==> config.mk <==
export PLATFORM = sky130hd
export DESIGN_NAME = risc16_decode_stage
export DESIGN_NICKNAME = d
export VERILOG_FILES = /design/src/rtl/risc16_pkg.sv /design/src/rtl/risc16_regfile.sv /design/src/rtl/risc16_decode_stage.sv
export SDC_FILE = /design/constraint.sdc
export NUM_CORES = 1
export LEC_CHECK = 0
export CORE_MARGIN = 2
export CORE_UTILIZATION = 55
export DETAILED_ROUTE_END_ITERATION = 7
export GPL_TIMING_DRIVEN = 1
export PLACE_DENSITY = 0.78
export SLEW_MARGIN = 20
export SYNTH_ARGS = -nofsm -noshare
export SYNTH_HDL_FRONTEND = slang
export SYNTH_SLANG_ARGS = --single-unit
==> constraint.sdc <==
create_clock -name clk -period 2.4 [get_ports clk]
set_clock_uncertainty 0.15 [all_clocks]
set_input_delay 0.6 -clock clk [delete_from_list [all_inputs] [get_ports clk]]
set_output_delay 0.6 -clock clk [all_outputs]
set_load 0.03 [all_outputs]
==> src/rtl/risc16_pkg.sv <==
// Shared RiSC-16 definitions: opcodes, ALU function codes, instruction field positions
// and the ID/EX payload structure used by the decode stage and the ALU.
package risc16_pkg;

  localparam int XLEN   = 16;
  localparam int NREGS  = 8;
  localparam int RIDX_W = 3;

  localparam logic [2:0] OP_ADD  = 3'b000;
  localparam logic [2:0] OP_ADDI = 3'b001;
  localparam logic [2:0] OP_NAND = 3'b010;
  localparam logic [2:0] OP_LUI  = 3'b011;
  localparam logic [2:0] OP_SW   = 3'b100;
  localparam logic [2:0] OP_LW   = 3'b101;
  localparam logic [2:0] OP_BEQ  = 3'b110;
  localparam logic [2:0] OP_JALR = 3'b111;

  localparam logic [1:0] FN_ADD  = 2'b00;
  localparam logic [1:0] FN_NAND = 2'b01;
  localparam logic [1:0] FN_LUI  = 2'b10;
  localparam logic [1:0] FN_PASS = 2'b11;

  localparam int OP_LSB = 13;
  localparam int RA_LSB = 10;
  localparam int RB_LSB = 7;
  localparam int RC_LSB = 0;

  typedef struct packed {
    logic [XLEN-1:0]   src1;
    logic [XLEN-1:0]   src2;
    logic [1:0]        func;
    logic [XLEN-1:0]   store_data;
    logic [RIDX_W-1:0] tgt;
    logic              wb_en;
    logic              mem_rd;
    logic              mem_wr;
    logic              branch;
    logic              jalr;
  } idex_t;

  function automatic logic [XLEN-1:0] sext7(input logic [6:0] imm);
    return {{9{imm[6]}}, imm};
  endfunction

  // A bubble keeps whatever datapath bits it had but must never cause side effects downstream.
  function automatic idex_t clear_ctrl(input idex_t x);
    idex_t y;
    y        = x;
    y.wb_en  = 1'b0;
    y.mem_rd = 1'b0;
    y.mem_wr = 1'b0;
    y.branch = 1'b0;
    y.jalr   = 1'b0;
    return y;
  endfunction

endpackage

==> src/rtl/risc16_regfile.sv <==
// 8x16 architectural register file: r0 hardwired to zero, three async read ports,
// one synchronous write port with write-through to the readers.
module risc16_regfile
  import risc16_pkg::*;
(
  input  logic              clk,
  input  logic              rst_n,
  input  logic [RIDX_W-1:0] ra1,
  input  logic [RIDX_W-1:0] ra2,
  input  logic [RIDX_W-1:0] ra3,
  output logic [XLEN-1:0]   rd1,
  output logic [XLEN-1:0]   rd2,
  output logic [XLEN-1:0]   rd3,
  input  logic              we,
  input  logic [RIDX_W-1:0] wa,
  input  logic [XLEN-1:0]   wd
);

  logic [XLEN-1:0] regs_r [NREGS];

  // Read with r0 forced to zero and same-cycle writeback forwarded to the reader.
  function automatic logic [XLEN-1:0] rf_read(input logic [RIDX_W-1:0] idx);
    logic [XLEN-1:0] val;
    if (idx == 3'd0) begin
      val = 16'h0000;
    end else if (we && (idx == wa)) begin
      val = wd;
    end else begin
      val = regs_r[idx];
    end
    return val;
  endfunction

  // Register storage; writes to r0 are discarded so it stays zero.
  always_ff @(posedge clk or negedge rst_n) begin
    if (!rst_n) begin
      for (int i = 0; i < NREGS; i++) begin
        regs_r[i] <= 16'h0000;
      end
    end else if (we && (wa != 3'd0)) begin
      regs_r[wa] <= wd;
    end
  end

  // Three combinational read ports.
  always_comb begin
    rd1 = rf_read(ra1);
    rd2 = rf_read(ra2);
    rd3 = rf_read(ra3);
  end

endmodule

==> src/rtl/risc16_decode_stage.sv <==
// RiSC-16 decode stage: decodes the instruction in ID, reads operands from the register
// file and loads the ID/EX register, honouring flush over stall over normal load.
module risc16_decode_stage
  import risc16_pkg::*;
(
  input  logic        clk,
  input  logic        rst_n,
  input  logic        id_valid,
  input  logic [15:0] id_instr,
  input  logic [15:0] id_pc,
  input  logic        stall,
  input  logic        flush,
  input  logic        wb_we,
  input  logic [2:0]  wb_addr,
  input  logic [15:0] wb_data,
  output logic        ex_valid,
  output logic [15:0] ex_src1,
  output logic [15:0] ex_src2,
  output logic [1:0]  ex_func,
  output logic [15:0] ex_store_data,
  output logic [2:0]  ex_tgt,
  output logic        ex_wb_en,
  output logic        ex_mem_rd,
  output logic        ex_mem_wr,
  output logic        ex_branch,
  output logic        ex_jalr,
  output logic [15:0] ex_pc
);

  logic [2:0]  op_s;
  logic [2:0]  ra_s;
  logic [2:0]  rb_s;
  logic [2:0]  rc_s;
  logic [6:0]  imm7_s;
  logic [9:0]  imm10_s;
  logic [2:0]  rsel1_s;
  logic [2:0]  rsel2_s;
  logic [15:0] rd1_s;
  logic [15:0] rd2_s;
  logic [15:0] rd3_s;
  logic        wr_cand_s;
  idex_t       dec_s;
  idex_t       ex_r;
  logic        ex_valid_r;
  logic [15:0] ex_pc_r;

  assign op_s    = id_instr[OP_LSB +: 3];
  assign ra_s    = id_instr[RA_LSB +: 3];
  assign rb_s    = id_instr[RB_LSB +: 3];
  assign rc_s    = id_instr[RC_LSB +: 3];
  assign imm7_s  = id_instr[6:0];
  assign imm10_s = id_instr[9:0];

  // BEQ compares regA with regB; every other format reads regB and regC.
  always_comb begin
    rsel1_s = rb_s;
    rsel2_s = rc_s;
    case (op_s)
      OP_BEQ: begin
        rsel1_s = ra_s;
        rsel2_s = rb_s;
      end
      default: begin
        rsel1_s = rb_s;
        rsel2_s = rc_s;
      end
    endcase
  end

  risc16_regfile u_regfile (
    .clk   (clk),
    .rst_n (rst_n),
    .ra1   (rsel1_s),
    .ra2   (rsel2_s),
    .ra3   (ra_s),
    .rd1   (rd1_s),
    .rd2   (rd2_s),
    .rd3   (rd3_s),
    .we    (wb_we),
    .wa    (wb_addr),
    .wd    (wb_data)
  );

  // Opcode decode into ALU operands and control; r0 as target never writes back.
  always_comb begin
    dec_s            = '0;
    wr_cand_s        = 1'b0;
    dec_s.src1       = rd1_s;
    dec_s.src2       = rd2_s;
    dec_s.func       = FN_ADD;
    dec_s.store_data = rd3_s;
    dec_s.tgt        = ra_s;
    case (op_s)
      OP_ADD:  wr_cand_s = 1'b1;
      OP_ADDI: begin
        dec_s.src2 = sext7(imm7_s);
        wr_cand_s  = 1'b1;
      end
      OP_NAND: begin
        dec_s.func = FN_NAND;
        wr_cand_s  = 1'b1;
      end
      OP_LUI: begin
        dec_s.src1 = 16'h0000;
        dec_s.src2 = {imm10_s, 6'b000000};
        dec_s.func = FN_LUI;
        wr_cand_s  = 1'b1;
      end
      OP_SW: begin
        dec_s.src2   = sext7(imm7_s);
        dec_s.mem_wr = 1'b1;
      end
      OP_LW: begin
        dec_s.src2   = sext7(imm7_s);
        dec_s.mem_rd = 1'b1;
        wr_cand_s    = 1'b1;
      end
      OP_BEQ: begin
        dec_s.func   = FN_PASS;
        dec_s.branch = 1'b1;
      end
      OP_JALR: begin
        dec_s.src2 = 16'h0000;
        dec_s.func = FN_PASS;
        dec_s.jalr = 1'b1;
        wr_cand_s  = 1'b1;
      end
      default: wr_cand_s = 1'b0;
    endcase
    dec_s.wb_en = wr_cand_s && (ra_s != 3'd0);
  end

  // ID/EX register: flush beats stall beats load.
  always_ff @(posedge clk or negedge rst_n) begin
    if (!rst_n) begin
      ex_r       <= '0;
      ex_valid_r <= 1'b0;
      ex_pc_r    <= 16'h0000;
    end else if (flush) begin
      ex_r       <= clear_ctrl(ex_r);
      ex_valid_r <= 1'b0;
    end else if (!stall) begin
      ex_r       <= id_valid ? dec_s : clear_ctrl(dec_s);
      ex_valid_r <= id_valid;
      ex_pc_r    <= id_pc;
    end
  end

  assign ex_valid      = ex_valid_r;
  assign ex_src1       = ex_r.src1;
  assign ex_src2       = ex_r.src2;
  assign ex_func       = ex_r.func;
  assign ex_store_data = ex_r.store_data;
  assign ex_tgt        = ex_r.tgt;
  assign ex_wb_en      = ex_r.wb_en;
  assign ex_mem_rd     = ex_r.mem_rd;
  assign ex_mem_wr     = ex_r.mem_wr;
  assign ex_branch     = ex_r.branch;
  assign ex_jalr       = ex_r.jalr;
  assign ex_pc         = ex_pc_r;

endmodule

Word-level counts from Yosys, hierarchy flattened
Cells that the tools add are included.

Logic and storage cells: 91. Register bits after elaboration: 203. Input bits: 57. Output and inout port bits: 75.

Multiplexer cells: 33. $lt $le $gt $ge: 5. Equal/unequal tests: 11. Reductions and logical operators: 16. Bitwise operators: 6.

Operators by type and width (count): 2-to-1 mux 16 bit (14); binary-select mux 16 bit (select 3 bit) (3); bitwise mux 128 bit (1); demux 16 bit (select 3 bit) (1); one-hot mux 16 bit (3 select lines) (1); greater-or-equal comparator 4 bit, second input constant (4); NOT 3 -> 4 bit (4); 2-to-1 mux 5 bit (3); equality test 3 bit, second input constant (4); zero test 3 bit (4); equality test 3 bit (3); 2-to-1 mux 1 bit (7); equality test 3 x 2 -> 1 bit, second input constant (2); logical AND 1 bit (6); 2-to-1 mux 3 bit (2); one-hot mux 2 bit (3 select lines) (1); nonzero test 3 bit (2); OR reduction 6 bit (1); < comparator 4 x 1 -> 1 bit, second input constant (1); equality test 3 x 1 -> 1 bit, second input constant (1); OR reduction 3 bit (1); inequality test 2 x 1 -> 1 bit, second input constant (1); NOT 1 bit (2); AND reduction 2 bit (1); OR reduction 2 bit (1).

Longest topological paths before layout
Word-level depth: 9. Depth in mapped cells: 10. Gate-level depth less buffers: 6.

By module
From an unflattened synthesis, not the netlist that was laid out.

Cells, all modules: 1015. Area, all modules: 11695.0 um2.

Modules (own cells, without submodules): risc16_regfile (instances 1, seq. area each 3203.1 um2, cells an instance 698, area an instance 8510.7 um2); risc16_decode_stage (instances 1, seq. area each 1876.8 um2, cells an instance 317, area an instance 3184.3 um2).

Least setup slack after synthesis
No wires, ideal clock.

Kind: input -> register. From: input port id_instr[15]. To: register ex_r, in the netlist ex_src2[6]. Cell stages on the path: 8. Arrival: 2498 ps. Path buffers: 2. Required time: 2124 ps. Slack: -374 ps. Setup time: 126 ps. Cells stage by stage: buf_2 and3b_1 mux2i_1 buf_4 mux4_2 nand2_1 a21boi_0 o32a_1.

Longest elaborated chain between the ends: 9. Elaborated cells on any way between the ends: 18. Those cells by class: eq/ne: 7; mux: 7; bitwise: 1; reduce/logical: 3.

Ends and longest elaborated chain: start: declaration (RTL line risc16_decode_stage.sv:9) `input logic [15:0] id_instr,`; equality test 3 bit (RTL line risc16_decode_stage.sv:58) `case (op_s)`; 2-to-1 mux 3 bit (RTL line risc16_decode_stage.sv:58); NOT 3 -> 4 bit (not written as such) (RTL line risc16_regfile.sv:29) `val = regs_r[idx];`; binary-select mux 16 bit (select 3 bit) (RTL line risc16_regfile.sv:29); 2-to-1 mux 16 bit (not written as such) (2 in a row) (RTL line risc16_regfile.sv:29); 2-to-1 mux 16 bit (RTL line risc16_regfile.sv:26) `end else if (we && (idx == wa)) begin`; 2-to-1 mux 16 bit (RTL line risc16_regfile.sv:24) `if (idx == 3'd0) begin`; one-hot mux 16 bit (3 select lines) * (RTL line risc16_decode_stage.sv:93) `case (op_s)`; end signal: assignment (RTL line risc16_decode_stage.sv:140) `ex_r <= clear_ctrl(ex_r);`; end signal: assignment (RTL line risc16_decode_stage.sv:143) `ex_r <= id_valid ? dec_s : clear_ctrl(dec_s);`; end: declaration (RTL line risc16_decode_stage.sv:43) `idex_t ex_r;`.

Every way passes the cells marked *; elsewhere a longest branch is shown, timed or not. The select of a mux whose other input is x is not followed. A chain may end at the register's enable or synchronous reset.

Final worst setup path
From: input port id_instr[13]. To: register ex_r, in the netlist ex_src2[11].

The elaborated chain is that of the path after synthesis.

==> results.yml <==
logic_synthesis:
  synthSimpleGateAreaFrac_pct: 8.80
  syn-mean-instance-area_um2: 11.9
  yosysWarnings: 0
  syn-num-nets: 1059
  post_synth_design_cell_area_mm2: 0.0119
  yosys.cell_count.top_type: "sky130_fd_sc_hd__dfrtp_1"
  netlist.area_leader.share_pct: 42.7
  ys.flop_type: "sky130_fd_sc_hd__dfrtp_1"
  postSynth.asyncResetShare_pct: 100
  synth_mux_area_share_pct: 34.3
  ys_seq_area_share_pct: 42.7
  synth_fa_ha_area_share_pct: 0
  netlist_top_cells_area: "sky130_fd_sc_hd__dfrtp_1 43%, sky130_fd_sc_hd__mux4_2 16%, sky130_fd_sc_hd__mux2_2 11%"
  synth.largest_area_cell: "sky130_fd_sc_hd__dfrtp_1"
  dominant_combinational_cell_family_by_area_after_synthesis: "multiplexers"
  ys_ff_latch: 203
  synth_compound_area_share_pct: 9.34
  post_synth_inst_count: 1002
  synth_cell_types: 56
  synth_edf_count: 0
  synth_common_cells: "203 x sky130_fd_sc_hd__dfrtp_1, 132 x sky130_fd_sc_hd__nand2_1, 119 x sky130_fd_sc_hd__mux2_2"
  synth_xor_xnor_area_share_pct: 0.442
detailed_routing:
  drt_first_iter_violations: 1437
  routedWlPerCell_um: 25.7
  drt_first_pass_iters: 5
  routed_wl_mm: 38.0
  detail_route.vias_per_cell: 6.68
  ant_nets: 0
  detailroute.via_count: 9862
  drc_errors: 0
floorplanning:
  design.core.area_mm2: 0.0212
  rows: 53
  chipWidth_um: 151
  die-area_mm2: 0.0228
  start_util_pct: 56.3
  floorplan.io_pins: 132
  die_height_um: 151
critical_path:
  worst-path-max-fanout: 7
  endpoint_kind: "flop"
  critical_path_required_ns: 2.64
  capture_instance_of_the_worst_register_to_register_path: "ex_src2[13]"
  worstSetupStartpointType: "primary input"
  worst-setup-path-type: "in -> reg"
  reg2reg_depth: 4
  reg_to_reg_startpoint: "u_regfile.regs_r[61]"
  crit_arrival_ns: 2.66
  r2r_setup_slack_ns: 0.47
grt:
  largest_net_degree_at_the_start_of_global_routing: 58
  grt_pass1_wl_mm: 57.2
  grt_pass1_vias: 9613
  initial_antenna_violation_count: 1
  global_route.usage.total_pct: 33.5
  gr-total-overflow: 0
sta:
  tns_ns: -0.0451
  timing.final.crit_share_pct: 101
  timing_hold_violations_final: 0
  final_max_slew_viol_count: 0
  max-slew-margin-rel_pct: 64.9
  finalCriticalPeriod_ns: 2.43
  rsz0062_at_grt: "yes"
  tightestPinTransition_ns: 0.524
  setup_violations: 2
  post-route-worst-setup-slack_ns: -0.0266
  max_clock_freq_mhz: 412
  fin_hold_ws_ns: 0.278
placed_design:
  dpl.hpwl_mm: 26.4
  preCtsSetupSlack_ns: -0.842
  place_congestion: 0.970
  place_area_mm2: 0.0143
  port_buffers: 131
  placed_cells_incl_taps: 1427
worst_hold_path:
  holdPathEnd: "u_regfile.regs_r[123]"
  hp-start: "u_regfile.regs_r[123]"
  min-delay-path-class: "reg -> reg"
  min_delay_path_depth: 0
layout:
  area_growth_pct: 28.5
  antenna-diode-count: 0
  final_layout_size_suffix_gt1_share_pct: 34.1
  fin_nets: 1250
  final_design_area_no_fill_mm2: 0.0153
  layout.core_utilization_pct: 72.3
  fin_cells: 1477
power:
  vdd_drop_max_mv: 0.431
  leakage_nw: 6.73
  final_power_mw: 11.6
  pwr_density_cell_mw_per_mm2: 760
clock_tree:
  clk_transition_reported_paths_ns: 0.06
  max-clock-path-buffers: 3
  clk_root_buffer_cell: "sky130_fd_sc_hd__clkbuf_16"
  cts_tree: "yes"
  worst_skew_pair.late_latency_ns: 0.51
  tritoncts_buffer_count: 21
  clock_sink_count: 203
  cts_htree_levels: 1
outcome:
  outcome: "finished with violations"
  violations: "setup timing"
run:
  drv.max_cap_violation_count: 0
## worst max-delay path, cell delays in order
cell and delay (ns):
sky130_fd_sc_hd__buf_6 0.09, sky130_fd_sc_hd__and3b_2 0.33, sky130_fd_sc_hd__buf_6 0.17, sky130_fd_sc_hd__buf_6 0.10
sky130_fd_sc_hd__mux2_4 0.36, sky130_fd_sc_hd__mux4_2 0.32, sky130_fd_sc_hd__a32oi_2 0.22, sky130_fd_sc_hd__a21boi_1 0.10
sky130_fd_sc_hd__o32a_1 0.35
## per-layer routing
layer / wire, µm / share of wire [%] / track usage [%] / vias up
met3: 4330 / 11 / 7.50 / 135
met4: 1600 / 4.2 / 13.6 / 0
met1: 14800 / 39 / 46.5 / 4898
li1: - / - / - / 4126
met2: 17300 / 46 / 51.6 / 703
met5: 0 / 0 / 1.14 / -
## power by group
group          leakage (nW)  internal (mW)  switching, mW
logic                  3.91           1.98           1.77
clock network         0.305           1.76           1.32
registers              2.51           4.07          0.733
## worst max-delay path by stage
stage / start / to / slack, ns / cells after the start
CTS: ex_src1[3] / ex_src1[3] / 0.006 / 1
detailed placement: id_instr[13] / ex_src1[12] / -0.84 / 9
finish: id_instr[13] / ex_src2[11] / -0.03 / 9
global route: id_instr[13] / ex_src2[11] / -0.07 / 9
floorplan: id_instr[15] / ex_src2[10] / -0.21 / 9
global placement: id_instr[13] / ex_src1[12] / -0.83 / 9
## registers in the layout, summed over array words and instances, names as in the netlist, 2 cells and up
name              cells
ex_func               2
ex_store_data        16
u_regfile.regs_r    128
ex_tgt                3
ex_pc                16
ex_src2              16
ex_src1              16
## cells in the final DEF, fill, tap and decap left out, types with 8 or more instances in the layout
| cell type | n |
|---|---|
| sky130_fd_sc_hd__o31ai_1 | 9 |
| sky130_fd_sc_hd__dfrtp_1 | 203 |
| sky130_fd_sc_hd__clkbuf_16 | 21 |
| sky130_fd_sc_hd__dlymetal6s2s_1 | 10 |
| sky130_fd_sc_hd__nor3_1 | 11 |
| sky130_fd_sc_hd__and2_1 | 18 |
| sky130_fd_sc_hd__buf_4 | 108 |
| sky130_fd_sc_hd__clkdlybuf4s50_1 | 108 |
| sky130_fd_sc_hd__buf_12 | 21 |
| sky130_fd_sc_hd__o21ai_1 | 21 |
| sky130_fd_sc_hd__a21boi_1 | 8 |
| sky130_fd_sc_hd__mux2i_1 | 65 |
| sky130_fd_sc_hd__a31oi_1 | 11 |
| sky130_fd_sc_hd__inv_1 | 9 |
| sky130_fd_sc_hd__buf_6 | 14 |
| sky130_fd_sc_hd__o21ai_0 | 44 |
| sky130_fd_sc_hd__a21o_1 | 10 |
| sky130_fd_sc_hd__and3_1 | 8 |
| sky130_fd_sc_hd__o32a_1 | 8 |
| sky130_fd_sc_hd__nand3_1 | 13 |
| sky130_fd_sc_hd__mux4_2 | 84 |
| sky130_fd_sc_hd__mux2_2 | 118 |
| sky130_fd_sc_hd__nor2_1 | 26 |
| sky130_fd_sc_hd__nand2_1 | 132 |
## area by class of cell
cell class | count | area [µm²]
multi-input cells | 681 | 6460
fillers | 1397 | 5860
inverters | 9 | 33.8
repair buffers | 277 | 2750
flip-flops and latches | 203 | 5080
well taps | 275 | 344
clock buffers | 28 | 572
clock inverters | 4 | 45.0
## cell families (layout without fill, tap and decap cells)
kind of cell | Yosys count | count (layout)
AOI/OAI and AO/OA | 164 | 164
xor gates and xnor gates | 6 | 6
buffers and inverters | 120 | 318
DFF | 203 | 203
muxes | 278 | 280
and+or+nand+nor | 231 | 231
## timing repair
action	in CTS	in global routing
hold endpoints to repair	50	0
gates cloned	3	0
hold buffers	1	0
resized for setup	46	36
buffers inserted	11	4
setup endpoints to repair	34	38
pin swaps	5	8
No activity file was read; power rests on OpenSTA's default activity.
